$ cat src/rtl/date_set_ctrl.sv
// Front-panel edit controller for the day-of-month counter: fetches the running
// date, lets the operator step it up/down, and writes it back with a load pulse.
module date_set_ctrl #(
    parameter int DAY_MAX     = 29,
    parameter int BLINK_DIV   = 25_000_000,
    parameter int TIMEOUT_CYC = 500_000_000
) (
    input  logic       clk,
    input  logic       clear,
    input  logic       btn_mode,
    input  logic       btn_up,
    input  logic       btn_down,
    input  logic [4:0] databus,
    output logic       rd_en,
    output logic       load,
    output logic [4:0] data,
    output logic       editing,
    output logic       blink
);

    localparam int TW = (TIMEOUT_CYC > 1) ? $clog2(TIMEOUT_CYC) : 1;
    localparam int BW = (BLINK_DIV > 1) ? $clog2(BLINK_DIV) : 1;
    localparam logic [TW-1:0] TO_LAST    = TW'(TIMEOUT_CYC - 1);
    localparam logic [BW-1:0] BLINK_LAST = BW'(BLINK_DIV - 1);
    localparam logic [4:0]    DMAX       = 5'(DAY_MAX);

    localparam logic [1:0] IDLE   = 2'd0;
    localparam logic [1:0] FETCH  = 2'd1;
    localparam logic [1:0] EDIT   = 2'd2;
    localparam logic [1:0] COMMIT = 2'd3;

    logic [1:0]    state, state_n;
    logic [4:0]    shadow, shadow_n;
    logic [TW-1:0] to_cnt, to_n;
    logic [BW-1:0] blink_cnt, blink_cnt_n;
    logic          blink_n;
    logic          mode_q, up_q, down_q;
    logic          mode_ev, up_ev, down_ev;

    assign mode_ev = btn_mode & ~mode_q;
    assign up_ev   = btn_up   & ~up_q;
    assign down_ev = btn_down & ~down_q;

    // Next-state logic; every output is registered from these next values so
    // nothing reaches the ports combinationally from the buttons.
    always_comb begin
        state_n     = state;
        shadow_n    = shadow;
        to_n        = to_cnt;
        blink_cnt_n = blink_cnt;
        blink_n     = 1'b0;
        case (state)
            IDLE: begin
                if (mode_ev) state_n = FETCH;
            end
            FETCH: begin
                state_n     = EDIT;
                shadow_n    = (databus > DMAX) ? 5'd0 : databus;
                to_n        = '0;
                blink_cnt_n = '0;
                blink_n     = 1'b1;
            end
            EDIT: begin
                to_n = to_cnt + 1'b1;
                if (blink_cnt == BLINK_LAST) begin
                    blink_cnt_n = '0;
                    blink_n     = ~blink;
                end else begin
                    blink_cnt_n = blink_cnt + 1'b1;
                    blink_n     = blink;
                end
                // Mode wins over a coincident step; up+down together cancel out.
                if (mode_ev) begin
                    state_n = COMMIT;
                end else if (up_ev ^ down_ev) begin
                    if (up_ev) shadow_n = (shadow == DMAX) ? 5'd0 : shadow + 5'd1;
                    else       shadow_n = (shadow == 5'd0) ? DMAX : shadow - 5'd1;
                    to_n        = '0;
                    blink_cnt_n = '0;
                    blink_n     = 1'b1;
                end else if (to_cnt == TO_LAST) begin
                    state_n = IDLE;
                end
            end
            default: begin
                state_n = IDLE;
            end
        endcase
        if (state_n != EDIT) blink_n = 1'b0;
    end

    always_ff @(posedge clk) begin
        if (clear) begin
            state     <= IDLE;
            shadow    <= 5'd0;
            to_cnt    <= '0;
            blink_cnt <= '0;
            mode_q    <= 1'b0;
            up_q      <= 1'b0;
            down_q    <= 1'b0;
            rd_en     <= 1'b0;
            load      <= 1'b0;
            data      <= 5'd0;
            editing   <= 1'b0;
            blink     <= 1'b0;
        end else begin
            state     <= state_n;
            shadow    <= shadow_n;
            to_cnt    <= to_n;
            blink_cnt <= blink_cnt_n;
            mode_q    <= btn_mode;
            up_q      <= btn_up;
            down_q    <= btn_down;
            rd_en     <= (state_n == FETCH);
            load      <= (state_n == COMMIT);
            data      <= (state_n == COMMIT) ? shadow : 5'd0;
            editing   <= (state_n == FETCH) || (state_n == EDIT);
            blink     <= blink_n;
        end
    end

endmodule

$ cat config.mk
export PLATFORM = sky130hd
export DESIGN_NAME = date_set_ctrl
export DESIGN_NICKNAME = d
export VERILOG_FILES = /design/src/rtl/date_set_ctrl.sv
export SDC_FILE = /design/constraint.sdc
export NUM_CORES = 1
export LEC_CHECK = 0
export BUFFER_PORTS_ARGS = -buffer_cell sky130_fd_sc_hd__buf_2
export CORE_ASPECT_RATIO = 0.5
export CORE_MARGIN = 2
export CORE_UTILIZATION = 55
export CTS_CLUSTER_DIAMETER = 150
export DETAILED_ROUTE_END_ITERATION = 7
export GPL_TIMING_DRIVEN = 0
export PLACE_DENSITY = 0.7
export SLEW_MARGIN = 25
export SYNTH_ARGS = -nofsm -noshare
export SYNTH_HDL_FRONTEND = slang
export SYNTH_SLANG_ARGS = --single-unit
$ cat constraint.sdc
create_clock -name clk -period 2.65 [get_ports clk]
set_input_delay 0.3975 -clock clk [delete_from_list [all_inputs] [get_ports clk]]
set_output_delay 0.3975 -clock clk [all_outputs]
set_load 0.005 [all_outputs]
==> results of run 1 <==
==> flip-flops by register name, indices dropped and copies added (netlist names), 2 cells and up <==
name / flops
data: 5
shadow: 5
state: 2
blink_cnt: 25
to_cnt: 29
==> where the power goes <==
group	switching (mW)	total (mW)	leakage [nW]	internal [mW]
Clock	0.416	1.09	0.129	0.674
Combinational	0.236	0.368	0.759	0.132
Sequential	0.0240	1.15	0.590	1.13
Total	0.676	2.61	1.48	1.94
==> timing repair <==
item / 4_1_cts / 5_1_grt
endpoints found under the setup margin: 0 / 1
buffers inserted: 0 / 1
resized for setup: 0 / 1
==> worst paths after layout <==
check              from          to  slack, ns
max            state[1]  to_cnt[28]       0.20
min            btn_down      down_q       0.30
min reg2reg  to_cnt[19]  to_cnt[19]       0.48
max reg2reg    state[1]  to_cnt[28]       0.20
==> layout make-up <==
type | count | area, um2 | share of cell area [%]
multi-input cells | 347 | 2100 | 50.5
repair buffers | 19 | 97.6 | 2.34
flip-flops and latches | 73 | 1460 | 35.0
inverters | 14 | 52.6 | 1.26
clock buffers | 14 | 264 | 6.33
plain buffers | 17 | 75.1 | 1.80
well taps | 92 | 115 | 2.76
==> per-layer routing <==
layer / share of wire (%) / vias to the layer above / GRT usage, %
met5: 0 / - / 0
met4: 1.7 / 0 / 9.58
met3: 2.9 / 14 / 6.30
met2: 45 / 36 / 38.6
met1: 50 / 1489 / 27.9
li1: - / 1667 / -
==> synthesized netlist by cell type, types with 3 or more instances <==
| master | count | area [um2] |
|---|---|---|
| dfxtp_1 | 73 | 1460 |
| nand2_1 | 53 | 199 |
| nor2_1 | 52 | 195 |
| nand3_1 | 24 | 120 |
| a21oi_1 | 23 | 115 |
| o21ai_0 | 18 | 90.1 |
| a31oi_1 | 16 | 100 |
| xor2_1 | 16 | 140 |
| inv_1 | 14 | 52.6 |
| or3_1 | 14 | 87.6 |
| nand4_1 | 13 | 81.3 |
| nor3_1 | 13 | 65.1 |
| clkbuf_1 | 10 | 37.5 |
| xnor2_1 | 10 | 87.6 |
| ha_1 | 9 | 113 |
| and2_1 | 8 | 50.1 |
| nor2b_1 | 8 | 50.1 |
| and3_1 | 7 | 43.8 |
| and2_2 | 5 | 37.5 |
| buf_2 | 5 | 25.0 |
| nand2b_1 | 5 | 31.3 |
| and4_1 | 4 | 35.0 |
| nor4_1 | 4 | 25.0 |
| o211ai_1 | 4 | 30.0 |
| a311oi_1 | 3 | 26.3 |
| a41oi_1 | 3 | 26.3 |
==> critical path: cells and delay by family (launching register included) <==
kind | cells | cell delay, ns
flops | 1 | 0.39
simple gates | 5 | 1.34
fa+ha+maj | 1 | 0.43
buf+inv | 1 | 0.09
compound gates | 1 | 0.14
==> cells by family (layout without fill, tap and decap cells) <==
kind of cell	Yosys count	in the layout	share of synthesized area, %
adder cells (fa/ha/maj)	9	9	3.05
multiplexers	1	1	0.305
flip-flops	73	73	39.6
buffers and inverters	31	64	3.46
AND/OR/NAND/NOR	225	225	31.8
AO/OA/AOI/OAI	85	85	14.8
XOR/XNOR	27	27	6.92
==> per-stage QoR <==
stage	area [um2]	setup slack, ns	hold WS (ns)	utilization, %	cells
final	4170	0.200	0.303	63.2	576
after detailed placement	3890	0.0303	0.472	59.0	561
after CTS	4160	0.0341	0.300	63.0	575
after global routing	4170	0.000512	0.305	63.2	576
after floorplan	3690	0.501	0.445	-	451
after global placement	3890	0.0898	0.462	59.0	561
==> flow_metrics.py, run 1 <==
metrics = {
    "floorplanning": {
        "die_w_um": 120,
        "core.rowCount": 21,
        "initial_core_util_pct": 55.9,
        "die_h_um": 61.9,
        "die_area_um2": 7410,
        "core_area_um2": 6600,
        "num_io_pins": 19,
    },
    "sta": {
        "max_slew_margin_pct": 50.3,
        "max_freq_mhz": 408,
        "setup_viol": 0,
        "rsz0062_at_grt": "no",
        "skew_ns": 0.00482,
        "tightest_slew_ns": 0.739,
        "finalCritPeriodShare_pct": 92.5,
        "fin_crit_ns": 2.45,
        "hold_violations": 0,
        "final_max_slew_viol_count": 0,
        "fin_tns_setup_ns": 0,
    },
    "finish": {
        "layout_common_cells": "dfxtp_1 (73), nand2_1 (53), nor2_1 (52)",
        "nFillCells": 605,
        "final_common_cell": "dfxtp_1",
        "nets": 500,
        "antenna_cells": 0,
        "syn_to_final_growth_pct": 13.1,
        "drive_gt1_share_pct": 11.2,
    },
    "clock_network": {
        "cts-root-buf": "clkbuf_16",
        "h-tree-depth": 3,
        "clk_path_buf_depth": 2,
        "cts_buffers": 9,
        "clock-sinks": 73,
        "clk_latency_ns": 0.33,
        "cts-hold-fix-buffers": 0,
        "cts_tree": "done",
        "clk_pin_slew_ns": 0.05,
    },
    "critical_path": {
        "end_kind": "flip-flop",
        "ff2ff_path_depth": 8,
        "worst_ep_arrival_time_ns": 2.71,
        "cpPeakStageDelay_ns": 0.43,
        "worstSetupPathType": "reg -> reg",
        "startpoint_type": "flip-flop",
        "crit_slowest_cell": "ha_1",
        "crit_chain": "inv_1 -> ha_1 -> nand4_1 -> nor3b_4 -> and3b_1 -> nand2_1 -> or3_1 -> a21oi_1",
        "required_ns": 2.91,
        "path_max_fanout": 7,
    },
    "power": {
        "max-vdd-ir-drop_uv": 513,
        "cellLeakagePower_nw": 1.48,
        "p_total_mw": 2.61,
        "powerDensity_nw_per_um2": 626,
    },
    "detailed_routing": {
        "vias_per_cell": 5.57,
        "first_pass_iters": 4,
        "wl_per_cell_um": 13.4,
        "drc": 0,
        "route.vias.total": 3206,
        "detail-route-antenna-nets": 0,
        "wl_um": 7720,
        "drtIter0Drc": 159,
    },
    "grt": {
        "antenna_found_initial": 0,
        "grt_usage_pct": 22.6,
        "grt_pass1_vias": 2812,
        "grt_max_degree": 11,
        "overflow": 0,
        "grt_pass1_wl_um": 12900,
    },
    "logic_synthesis": {
        "synth_cell_type_count": 57,
        "ys_warn_count": 0,
        "synth_edf_count": 0,
        "synthCells": 451,
        "ys_seq_elements": 73,
        "netlist_area_um2": 3690,
        "syn-mean-instance-area_um2": 8.18,
        "synth-async-reset-ratio_pct": 0,
        "synth_seq_area_share_pct": 39.6,
        "synth_fp_nets": 470,
        "synth_ff_type": "dfxtp_1",
    },
    "job": {
        "drv_cap": 0,
    },
    "placement": {
        "io_buffer_count": 18,
        "dpl.hpwl_um": 5500,
        "routabilityCongestion": 0.868,
    },
    "outcome": {
        "outcome": "finished, final reports clean",
    },
    "min_path": {
        "hold_path_class": "in -> reg",
        "whs_path_depth": 2,
    },
}
Power figures use the tool's default switching activity.
==> run 2, diff against run 1 <==
- ABC_AREA: unset -> 1
- CAP_MARGIN: unset -> 20
- PLACE_DENSITY: 0.7 -> 0.72
==> flow_metrics.py, run 2 <==
metrics = {
    "logic_synthesis": {
        "synth_edf_count": 0,
        "syn-mean-instance-area_um2": 6.49,
        "synth-xor-area-share_pct": 2.66,
        "synth_seq_area_share_pct": 34.1,
        "synth_mux_area_share_pct": 0,
        "synthAdderAreaFrac_pct": 2.63,
        "synth_area_leader_cell": "dfxtp_1",
        "synth_ff_type": "dfxtp_1",
        "netlist_area_um2": 4290,
        "synth_simple_gate_area_share_pct": 38.3,
        "synth_cell_type_count": 37,
        "yosysMostFrequentCell": "nand2_1",
        "synth_top_family_by_area": "simple AND/OR/NAND/NOR gates",
        "synthCells": 661,
        "synth-compound-area-share_pct": 11.7,
        "synth_area_leaders": "dfxtp_1 (34%), nand2_1 (14%), inv_1 (8.8%)",
        "ys_warn_count": 0,
        "synth_fp_nets": 680,
        "synth_top_cell_area_share_pct": 34.1,
        "synth_commonest_cells": "nand2_1 (156), inv_1 (100), dfxtp_1 (73)",
        "synth-async-reset-ratio_pct": 0,
        "ys_seq_elements": 73,
    },
    "sta": {
        "fin_tns_setup_ns": 0,
        "fin_crit_ns": 2.18,
        "tightest_slew_ns": 0.553,
        "max_freq_mhz": 458,
        "finalCritPeriodShare_pct": 82.4,
        "hold_violations": 0,
        "rsz0062_at_grt": "no",
        "skew_ns": 0.00495,
        "whs_ns": 0.290,
        "fin_ws_ns": 0.465,
        "max_slew_margin_pct": 63.1,
        "final_max_slew_viol_count": 0,
        "setup_viol": 0,
    },
    "placement": {
        "routabilityCongestion": 0.901,
        "io_buffer_count": 17,
        "dpl.hpwl_um": 7230,
        "place_ws_ns": 0.497,
        "dp.cells": 774,
    },
    "finish": {
        "final_cell_count_no_fill": 790,
        "antenna_cells": 0,
        "nFillCells": 732,
        "drive_gt1_share_pct": 11.2,
        "layout_common_cells": "nand2_1 (156), inv_1 (100), dfxtp_1 (73)",
        "final_common_cell": "nand2_1",
        "nets": 708,
        "seq_area_um2": 1460,
        "syn_to_final_growth_pct": 12.5,
        "largest_register_ffs": 29,
        "top_regs": "to_cnt (29), blink_cnt (25)",
        "multiInputGateArea_um2": 2370,
        "top_register": "to_cnt",
    },
    "clock_network": {
        "cts-hold-fix-buffers": 0,
        "post-cts-setup-buffer-count": 0,
        "cts_resized": 0,
        "cts_tree": "done",
        "cts-root-buf": "clkbuf_16",
        "clk_path_buf_depth": 2,
        "clk_latency_ns": 0.33,
        "cts_buffers": 9,
        "clk_pin_slew_ns": 0.06,
        "clock-sinks": 73,
        "h-tree-depth": 3,
    },
    "power": {
        "p_total_mw": 2.88,
        "max-vdd-ir-drop_uv": 378,
        "cellLeakagePower_nw": 2.02,
        "powerDensity_nw_per_um2": 598,
    },
    "floorplanning": {
        "die_area_um2": 8560,
        "num_io_pins": 19,
        "die_h_um": 66.4,
        "core_area_um2": 7430,
        "core.rowCount": 22,
        "initial_core_util_pct": 57.7,
        "die_w_um": 129,
    },
    "grt": {
        "grt_max_degree": 13,
        "grt_pass1_wl_um": 16900,
        "grt_pass1_vias": 3757,
        "overflow": 0,
        "grt_usage_pct": 25.0,
        "antenna_found_initial": 0,
    },
    "detailed_routing": {
        "drtIter0Drc": 226,
        "wl_per_cell_um": 12.4,
        "first_pass_iters": 5,
        "detail-route-antenna-nets": 0,
        "vias_per_cell": 5.15,
        "drc": 0,
        "route.vias.total": 4072,
        "wl_um": 9800,
    },
    "critical_path": {
        "path_max_fanout": 10,
        "required_ns": 2.92,
        "end_kind": "flip-flop",
        "startpoint_type": "flip-flop",
        "worstSetupPathType": "reg -> reg",
        "worst_ep_arrival_time_ns": 2.46,
    },
    "outcome": {
        "outcome": "finished, final reports clean",
    },
    "job": {
        "drv_cap": 0,
    },
    "min_path": {
        "hold_path_class": "in -> reg",
    },
}
[run 2: cell count changes after synthesis, sizes merged, moves of 8 or more]
| cell | change |
|---|---|
| nor2b | -8 |
| xor2 | -8 |
| nand2 | +116 |
| inv | +92 |
| and3 | -8 |
| a31oi | -11 |
| nor3 | +15 |
| o21ai | +11 |
| nand3 | +26 |
| a21oi | +29 |
| nor2 | +31 |
| or3 | -14 |
| and2 | -13 |
[run 2: logic make-up (layout without fill, tap and decap cells)]
logic type	count (synthesis)	in the layout
and+or+nand+nor	355	355
buffers and inverters	119	152
AOI/OAI and AO/OA	92	92
DFF	73	73
xor gates and xnor gates	13	13
adders and majority gates	9	9
[run 2: layout make-up]
type,count,area share [%]
Multi-Input combinational cell,469,49.1
Sequential cell,73,30.3
Buffer,13,1.25
Timing Repair Buffer,17,1.76
Inverter,106,8.25
Tap cell,96,2.49
Clock inverter,5,1.61
Clock buffer,11,5.24
[run 2: worst max-delay path, stage by stage (launching register included)]
cell and delay (ns):
dfxtp_1 0.39, inv_1 0.10, ha_1 0.39, inv_1 0.23, buf_2 0.27, clkbuf_1 0.46, nand2_1 0.13, a21oi_2 0.15
[run 2: metrics by stage]
| step | cell area, um2 | util (%) |
|---|---|---|
| final | 4820 | 64.9 |
| after global routing | 4820 | 64.9 |
| after floorplan | 4290 | - |
| after global placement | 4490 | 60.5 |
| after detailed placement | 4490 | 60.5 |
| after CTS | 4820 | 64.9 |
[run 2: report_power, final]
part           switching [mW]  internal, mW  leakage (nW)
Clock                   0.457         0.872         0.162
Combinational           0.283         0.122          1.26
Sequential             0.0209          1.13         0.590
[run 2: metal layers]
layer	routed length, um	global-route usage [%]
met2	4490	42.3
met4	124	7.20
met1	4850	31.8
met3	333	6.23
met5	0	0
[run 2: worst paths after layout]
kind	start	end	slack [ns]	cells after the start
max	state[1]	blink_cnt[18]	0.47	7
min	btn_down	down_q	0.29	3
max reg2reg	state[1]	blink_cnt[18]	0.47	7
min reg2reg	blink_cnt[24]	blink_cnt[24]	0.46	2
==> run 3, diff against run 2 <==
- ABC_AREA: 1 -> 0
- PLACE_DENSITY: 0.72 -> 0.76
- clock period: 2.65 -> 1.8 ns (I/O delays scaled with it)
==> flow_metrics.py, run 3 (synthesis gave the netlist of run 1 again) <==
metrics = {
    "outcome": {
        "outcome": "finished with violations",
        "violations": "negative setup slack",
    },
    "critical_path": {
        "worst_ep_arrival_time_ns": 2.26,
        "crit_slowest_cell": "or4b_4",
        "crit_family": "simple AND/OR/NAND/NOR gates",
        "path_max_fanout": 6,
        "worstSetupPathType": "reg -> reg",
        "cpPeakStageDelay_ns": 0.54,
        "end_kind": "flip-flop",
        "critPathBufInv": 2,
        "startpoint_type": "flip-flop",
        "required_ns": 2.04,
        "crit_chain": "or4b_4 -> nor4_4 -> nand4_1 -> buf_6 -> o31ai_4 -> buf_4 -> nor4_4 -> and2_4",
        "crit_path_frequent_cell": "nor4_4",
    },
    "sta": {
        "max_freq_mhz": 496,
        "hold_violations": 0,
        "finalCritPeriodShare_pct": 112,
        "rsz0062_at_grt": "yes",
        "setup_viol": 39,
        "fin_tns_setup_ns": -4.75,
        "fin_crit_ns": 2.01,
        "max_slew_margin_pct": 55.2,
        "final_max_slew_viol_count": 0,
        "skew_ns": 0.00853,
        "fin_ws_ns": -0.214,
        "tightest_slew_ns": 0.667,
    },
    "clock_network": {
        "cts-root-buf": "clkbuf_16",
        "clk_pin_slew_ns": 0.06,
        "clk_path_buf_depth": 2,
        "h-tree-depth": 3,
        "clk_latency_ns": 0.35,
        "cts_buffers": 9,
        "clock-sinks": 73,
        "cts_tree": "done",
    },
    "floorplanning": {
        "die_area_um2": 7410,
        "core_area_um2": 6600,
        "die_w_um": 120,
        "core.rowCount": 21,
        "num_io_pins": 19,
        "die_h_um": 61.9,
        "initial_core_util_pct": 55.9,
    },
    "finish": {
        "nFillCells": 441,
        "top_register": "to_cnt",
        "largest_register_ffs": 29,
        "syn_to_final_growth_pct": 35.5,
        "nets": 540,
        "final_cell_count_no_fill": 618,
        "antenna_cells": 0,
        "drive_gt1_share_pct": 35.4,
        "final_common_cell": "dfxtp_1",
        "layout_common_cells": "dfxtp_1 (53), nand2_1 (51), nor2_1 (49)",
        "top_regs": "to_cnt (29), blink_cnt (25)",
    },
    "placement": {
        "routabilityCongestion": 0.862,
        "dp.cells": 561,
        "io_buffer_count": 18,
        "dpl.hpwl_um": 5540,
    },
    "grt": {
        "antenna_found_initial": 0,
        "overflow": 0,
        "grt_max_degree": 13,
        "grt_usage_pct": 26.6,
        "grt_pass1_vias": 3303,
        "grt_pass1_wl_um": 15100,
    },
    "detailed_routing": {
        "detail-route-antenna-nets": 0,
        "drtIter0Drc": 296,
        "drc": 0,
        "vias_per_cell": 5.88,
        "wl_um": 10100,
        "route.vias.total": 3632,
        "wl_per_cell_um": 16.4,
        "first_pass_iters": 4,
    },
    "min_path": {
        "hold_path_class": "in -> reg",
    },
    "job": {
        "drv_cap": 0,
    },
    "power": {
        "powerDensity_nw_per_um2": 826,
        "max-vdd-ir-drop_uv": 492,
        "cellLeakagePower_nw": 1.82,
    },
}
run 3: metrics by stage:
step	setup slack (ns)	hold WS [ns]	power (mW)	instance area (um2)	utilization, %
6_report	-0.214	0.165	4.13	5000	75.8
5_1_grt	-0.301	0.187	4.30	5000	75.8
4_1_cts	-0.155	0.168	4.06	4640	70.3
3_5_place_dp	-0.445	0.462	2.31	3990	60.5
3_3_place_gp	-0.422	0.455	2.30	3990	60.5
2_1_floorplan	-0.156	0.398	2.17	3790	-
run 3: worst paths after layout:
kind	start	to	slack, ns	cells after the start
worst max-delay path	to_cnt[25]	data[4]	-0.21	8
worst min-delay path	btn_down	down_q	0.17	2
worst max register to register	to_cnt[25]	data[4]	-0.21	8
worst min register to register	to_cnt[19]	to_cnt[19]	0.48	2
run 3: area by class of cell:
cell class                 instances  area [um2]  share of cell area [%]
clock buffer                      11         253                    5.06
timing repair buffer              62         477                    9.54
multi-input combinational        347        2480                    49.5
tap                               92         115                    2.30
buffer                            14        97.6                    1.95
sequential                        73        1490                    29.9
inverter                          14        55.1                    1.10
clock inverter                     5        30.0                   0.601
run 3: worst register-to-register path, stage by stage (launching register included):
cell and delay [ns]:
dfxtp_2 0.32, or4b_4 0.54, nor4_4 0.15, nand4_1 0.15, buf_6 0.16, o31ai_4 0.21, buf_4 0.17, nor4_4 0.05
and2_4 0.16
run 3: routing by layer:
layer  GRT usage (%)  wire, um  up-vias
met2            50.2      5040      114
met3            6.84       505       34
li1                -         -     1757
met4            11.9       323        0
met1            29.7      4250     1727
met5               0         0        -
run 3: what timing repair did:
action                                  CTS  global route
endpoints found under the setup margin   60            54
gates resized for setup                  46            71
pin swaps                                15            29
gates cloned                              2             2
hold buffers                              0             0
setup buffers                            27            16
run 3: report_power, final:
part           switching, mW  internal, mW  total [mW]
logic                  0.418         0.304       0.722
clock network          0.696         0.999        1.70
registers             0.0488          1.66        1.71
